`src/rtl/spi_dac_sequencer.sv`:
```
// rtl/spi_dac_sequencer.sv - SPI DAC frame sequencer with DAC_CLR pulse and auto channel scan
module spi_dac_sequencer #(
    parameter int CLK_DIV      = 2,
    parameter int DATA_WIDTH   = 12,
    parameter int NUM_CHANNELS = 4,
    parameter int CLR_CYCLES   = 4
) (
    input  logic                               CLOCK,
    input  logic                               RESET,
    input  logic                               START,
    input  logic [3:0]                         CMD,
    input  logic [3:0]                         ADDR,
    input  logic [DATA_WIDTH-1:0]              DATA,
    input  logic                               AUTO,
    input  logic [NUM_CHANNELS*DATA_WIDTH-1:0] CH_DATA,
    input  logic                               CLEAR,
    input  logic                               SPI_MISO,
    output logic                               SPI_SCK,
    output logic                               SPI_MOSI,
    output logic                               DAC_CS,
    output logic                               DAC_CLR,
    output logic                               BUSY,
    output logic                               DONE,
    output logic [31:0]                        ECHO,
    output logic [3:0]                         CHANNEL
);
    localparam int DIV_W = $clog2(CLK_DIV + 1);
    localparam int CLR_W = $clog2(CLR_CYCLES + 1);

    typedef enum logic [2:0] {
        S_IDLE,
        S_CLR,
        S_SHIFT_LO,
        S_SHIFT_HI,
        S_TAIL,
        S_GAP
    } state_t;

    state_t             state_q, state_d;
    logic [DIV_W-1:0]   div_q, div_d;
    logic [5:0]         bit_q, bit_d;
    logic [CLR_W-1:0]   clr_q, clr_d;
    logic [31:0]        tx_q, tx_d;
    logic [31:0]        rx_q, rx_d;
    logic [31:0]        echo_q, echo_d;
    logic [3:0]         chan_q, chan_d;
    logic               auto_q, auto_d;
    logic               done_q, done_d;
    logic               dac_clr_q;
    logic               div_last;

    // Data is left-aligned into the 16-bit data field; unused low bits stay zero.
    function automatic logic [31:0] make_frame(input logic [3:0] c, input logic [3:0] a,
                                               input logic [DATA_WIDTH-1:0] d);
        logic [15:0] d16;
        d16 = 16'(d) << (16 - DATA_WIDTH);
        return {8'h00, c, a, d16};
    endfunction

    assign div_last = (div_q == DIV_W'(CLK_DIV - 1));

    always_comb begin
        state_d = state_q;
        div_d   = div_q;
        bit_d   = bit_q;
        clr_d   = clr_q;
        tx_d    = tx_q;
        rx_d    = rx_q;
        echo_d  = echo_q;
        chan_d  = chan_q;
        auto_d  = auto_q;
        done_d  = 1'b0;
        case (state_q)
            S_IDLE: begin
                div_d = '0;
                bit_d = '0;
                if (CLEAR) begin
                    clr_d   = '0;
                    state_d = S_CLR;
                end else if (START) begin
                    tx_d    = make_frame(CMD, ADDR, DATA);
                    auto_d  = 1'b0;
                    state_d = S_SHIFT_LO;
                end else if (AUTO) begin
                    tx_d    = make_frame(4'b0011, chan_q,
                                         CH_DATA[int'(chan_q) * DATA_WIDTH +: DATA_WIDTH]);
                    auto_d  = 1'b1;
                    state_d = S_SHIFT_LO;
                end
            end
            S_CLR: begin
                if (clr_q == CLR_W'(CLR_CYCLES - 1)) begin
                    state_d = S_IDLE;
                    done_d  = 1'b1;
                end else begin
                    clr_d = clr_q + CLR_W'(1);
                end
            end
            S_SHIFT_LO: begin
                if (div_last) begin
                    // This edge is the SCK rising edge, so MISO is captured here.
                    div_d   = '0;
                    rx_d    = {rx_q[30:0], SPI_MISO};
                    state_d = S_SHIFT_HI;
                end else begin
                    div_d = div_q + DIV_W'(1);
                end
            end
            S_SHIFT_HI: begin
                if (div_last) begin
                    div_d = '0;
                    tx_d  = {tx_q[30:0], 1'b0};
                    if (bit_q == 6'd31) begin
                        state_d = S_TAIL;
                    end else begin
                        bit_d   = bit_q + 6'd1;
                        state_d = S_SHIFT_LO;
                    end
                end else begin
                    div_d = div_q + DIV_W'(1);
                end
            end
            S_TAIL: begin
                if (div_last) begin
                    div_d   = '0;
                    echo_d  = rx_q;
                    state_d = S_GAP;
                end else begin
                    div_d = div_q + DIV_W'(1);
                end
            end
            S_GAP: begin
                if (div_last) begin
                    div_d   = '0;
                    done_d  = 1'b1;
                    state_d = S_IDLE;
                    if (auto_q) begin
                        chan_d = (chan_q == 4'(NUM_CHANNELS - 1)) ? 4'd0 : chan_q + 4'd1;
                    end
                end else begin
                    div_d = div_q + DIV_W'(1);
                end
            end
            default: state_d = S_IDLE;
        endcase
    end

    always_ff @(posedge CLOCK or negedge RESET) begin
        if (!RESET) begin
            state_q   <= S_IDLE;
            div_q     <= '0;
            bit_q     <= '0;
            clr_q     <= '0;
            tx_q      <= '0;
            rx_q      <= '0;
            echo_q    <= '0;
            chan_q    <= '0;
            auto_q    <= 1'b0;
            done_q    <= 1'b0;
            dac_clr_q <= 1'b0;
        end else begin
            state_q   <= state_d;
            div_q     <= div_d;
            bit_q     <= bit_d;
            clr_q     <= clr_d;
            tx_q      <= tx_d;
            rx_q      <= rx_d;
            echo_q    <= echo_d;
            chan_q    <= chan_d;
            auto_q    <= auto_d;
            done_q    <= done_d;
            dac_clr_q <= (state_d != S_CLR);
        end
    end

    assign SPI_SCK  = (state_q == S_SHIFT_HI);
    assign SPI_MOSI = ((state_q == S_SHIFT_LO) || (state_q == S_SHIFT_HI)) ? tx_q[31] : 1'b0;
    assign DAC_CS   = !((state_q == S_SHIFT_LO) || (state_q == S_SHIFT_HI) || (state_q == S_TAIL));
    assign DAC_CLR  = dac_clr_q;
    assign BUSY     = (state_q != S_IDLE);
    assign DONE     = done_q;
    assign ECHO     = echo_q;
    assign CHANNEL  = chan_q;

endmodule
```
`config.mk`:
```
export PLATFORM = sky130hd
export DESIGN_NAME = spi_dac_sequencer
export DESIGN_NICKNAME = d
export VERILOG_FILES = /design/src/rtl/spi_dac_sequencer.sv
export SDC_FILE = /design/constraint.sdc
export NUM_CORES = 1
export LEC_CHECK = 0
export ABC_AREA = 1
export CAP_MARGIN = 25
export CORE_UTILIZATION = 46
export CTS_CLUSTER_SIZE = 8
export DETAILED_ROUTE_END_ITERATION = 10
export GPL_TIMING_DRIVEN = 0
export PLACE_DENSITY_LB_ADDON = 0.15
export SYNTH_ARGS = -nofsm -noshare
export SYNTH_HDL_FRONTEND = slang
export SYNTH_SLANG_ARGS = --single-unit
export TNS_END_PERCENT = 10
```
`constraint.sdc`:
```
create_clock -name CLOCK -period 1.3 [get_ports CLOCK]
set_input_delay 0.195 -clock CLOCK [delete_from_list [all_inputs] [get_ports CLOCK]]
set_output_delay 0.195 -clock CLOCK [all_outputs]
set_load 0.01 [all_outputs]
```
==> impl_metrics.env <==
export IMPL_outcome="finished with violations"
export IMPL_violations="design-rule violations, negative setup slack"
export IMPL_port_buffers=115
export IMPL_cts_path_max_buffers=2
export IMPL_synth_most_common_cell="nand2_1"
export IMPL_hpwl_um=9490
export IMPL_ff_latch_area_um2=2833
export IMPL_rows=39
export IMPL_viasPerCell=5.076
export IMPL_finalClockSkew_ns=0.005634
export IMPL_fmax_ghz=0.6057
export IMPL_r2r_cells=10
export IMPL_die_area_um2=12340
export IMPL_p_leak_nw=4.062
export IMPL_die_w_um=111.1
export IMPL_grt_util_met2=0.4302
export IMPL_crit_start="state_q[0]$_DFF_PN0_"
export IMPL_clock_sinks=113
export IMPL_fin_crit_ns=1.651
export IMPL_finalSetupViolCount=116
export IMPL_hold_class="input port to async pin"
export IMPL_synthFlopType="dfrtp_1"
export IMPL_ys_warn_count=0
export IMPL_r2r_setup_slack_ns=-0.33
export IMPL_cts_inserted_buffers=17
export IMPL_diodes=0
export IMPL_synth_area_um2=5474
export IMPL_wl_per_cell_um=14.27
export IMPL_worst_pin_slew_ns=0.6201
export IMPL_ys_types=25
export IMPL_async_reset_ff_frac=1.000
export IMPL_synth_seq_cells=113
export IMPL_synth_top_cell_area_share=0.5166
export IMPL_fillerInstances=900
export IMPL_dr_first_iter_drc_count=482
export IMPL_totalPowerFinal_mw=8.760
export IMPL_layout_drive_gt1_share=0.1501
export IMPL_worst_ep_arrival_time_ns=1.46
export IMPL_ir_drop_mv=1.149
export IMPL_fin_ws_ns=-0.3510
export IMPL_critPathCapture="SPI_SCK"
export IMPL_met3_usage=0.04866
export IMPL_ys_seq_area_frac=0.5166
export IMPL_power_density_nw_per_um2=1101
export IMPL_worst_setup_path_start_kind="flip-flop"
export IMPL_cp_end_kind="primary output"
export IMPL_setup_tns_ns=-20.82
export IMPL_start_util=0.4753
export IMPL_grt_max_degree=70
export IMPL_worstSetupPathType="flip-flop to primary output"
export IMPL_rsz0062_at_grt="yes"
export IMPL_gr_usage_met1=0.3150
export IMPL_first_pass_iters=8
export IMPL_clk_pin_slew_ns=0.05
export IMPL_min_period_over_period=1.270
export IMPL_busiest_layer="met2"
export IMPL_synth_avg_cell_area_um2=7.468
export IMPL_fp_coreArea_um2=11520
export IMPL_die_y_um=111.1
export IMPL_r2r_start="state_q[0]$_DFF_PN0_"
export IMPL_totalWireLength_um=14970
export IMPL_grt_pass1_vias=5326
export IMPL_synthCells=733
export IMPL_r2r_end="tx_q[21]$_DFFE_PN0P_"
export IMPL_track_usage=0.2523
export IMPL_synthesis_nets=811
export IMPL_grt_overflow=0
export IMPL_drc_errors=6
export IMPL_crit_fanout=4
export IMPL_clock_latency_ns=0.40
export IMPL_slew_headroom=0.5866
export IMPL_synth_top_cells_by_count="nand2_1, dfrtp_1, inv_1"
export IMPL_place_area_um2=6872
export IMPL_h_tree_depth=4
export IMPL_ant_nets=0
export IMPL_grt_pass1_wl_um=24820
export IMPL_yosys_area_top_type="dfrtp_1"
export IMPL_dp_slack_ns=-0.6279
export IMPL_synth_edff_count=0
export IMPL_ios=116
export IMPL_routabilityCongestion=0.8961
export IMPL_vias=5325
export IMPL_area_growth_pct=45.35
export IMPL_fin_area_um2=7956
export IMPL_cts_tree="built"
export IMPL_worstPathRequired_ns=1.11
export IMPL_multi_input_area_um2=2251
export IMPL_hold_violations=0
export IMPL_synth_area_top_cells="dfrtp_1, nand2_1, o21ai_0"
export IMPL_cts_root_buf="clkbuf_16"
export IMPL_nNetsFinal=972
export IMPL_maxSlewViolCount=0
export IMPL_drv_cap=0
export IMPL_antenna_found_initial=0
[through the flow]
step / hold WS, ns / util / instances
6_report: 0.3592 / 0.6909 / 1049
5_1_grt: 0.3984 / 0.6909 / 1049
4_1_cts: 0.3655 / 0.6831 / 1047
3_5_place_dp: 0.2513 / 0.5967 / 992
3_3_place_gp: 0.4537 / 0.5945 / 991
2_1_floorplan: -0.1006 / - / 733
[what timing repair did]
action / in CTS / in global routing
pin swaps: 10 / 7
buffers inserted: 19 / 2
endpoints found under the setup margin: 149 / 128
gates cloned: 5 / 0
hold buffers: 1 / 0
endpoints found under the hold margin: 44 / 0
resized for setup: 173 / 35
[report_power, final]
group          total (mW)  switching, mW  internal, mW  leakage [nW]
registers            3.56         0.0127          3.55          1.50
clock network        4.74           1.59          3.15         0.288
logic               0.457          0.203         0.254          2.28
total                8.76           1.81          6.95          4.06
[worst max-delay path, cell delays in order, from the launching register on]
cell and delay [ns]:
dfrtp_2 0.47, buf_12 0.15, nand2_8 0.05, nor2_4 0.04
buf_6 0.12, buf_8 0.11, buf_6 0.11
[flip-flops by register name, summed over array words and instances, names as in the netlist]
| register | flops |
|---|---|
| CHANNEL | 4 |
| DAC_CLR | 1 |
| DONE | 1 |
| ECHO | 32 |
| auto_q | 1 |
| bit_q | 6 |
| clr_q | 3 |
| div_q | 2 |
| rx_q | 32 |
| state_q | 3 |
| tx_q | 28 |
[worst min path at each step]
stage,from,endpoint
after global placement,tx_q[19]$_DFFE_PN0P_,tx_q[19]$_DFFE_PN0P_
after global routing,RESET,ECHO[15]$_DFFE_PN0P_
final,RESET,bit_q[1]$_DFFE_PN0P_
after CTS,RESET,bit_q[1]$_DFFE_PN0P_
after detailed placement,RESET,bit_q[4]$_DFFE_PN0P_
after floorplan,RESET,CHANNEL[0]$_DFFE_PN0P_
[area by class of cell]
| type | instances | share of cell area |
|---|---|---|
| Sequential cell | 113 | 0.3560 |
| Multi-Input combinational cell | 487 | 0.2829 |
| Timing Repair Buffer | 142 | 0.1738 |
| Clock buffer | 22 | 0.05960 |
| Inverter | 99 | 0.04875 |
| Buffer | 34 | 0.03994 |
| Tap cell | 143 | 0.02249 |
| Clock inverter | 9 | 0.01651 |
[cell families (layout without fill, tap and decap cells)]
group,count (synthesis),count (layout),share of synthesized area
flops,113,113,0.5166
buf+inv,133,306,0.1001
simple gates,376,376,0.2731
compound gates,104,104,0.09623
fa+ha+maj,4,4,0.009143
xor+xnor,3,3,0.004801
[cells in the final DEF (no fill, tap or decap), drive strengths merged]
cell | netlist | layout
a21oi | 15 | 15
a31oi | 4 | 4
buf | 23 | 54
bufinv | 0 | 3
clkbuf | 11 | 34
clkdlybuf4s15 | 0 | 15
clkdlybuf4s50 | 0 | 72
clkinv | 1 | 4
clkinvlp | 0 | 3
dfrtp | 113 | 113
dlygate4sd2 | 0 | 22
dlygate4sd3 | 0 | 1
ha | 4 | 4
inv | 98 | 98
nand2 | 284 | 284
nand3 | 41 | 41
nand4 | 3 | 3
nor2 | 44 | 44
nor3 | 3 | 3
nor3b | 1 | 1
o21ai | 84 | 84
o22ai | 1 | 1
xor2 | 3 | 3
[per-layer routing]
layer	share of wire	routed length, µm
met5	0	0
met3	0.054	804
met2	0.50	7434
met1	0.43	6404
met4	0.022	330
Power figures use the tool's default switching activity.
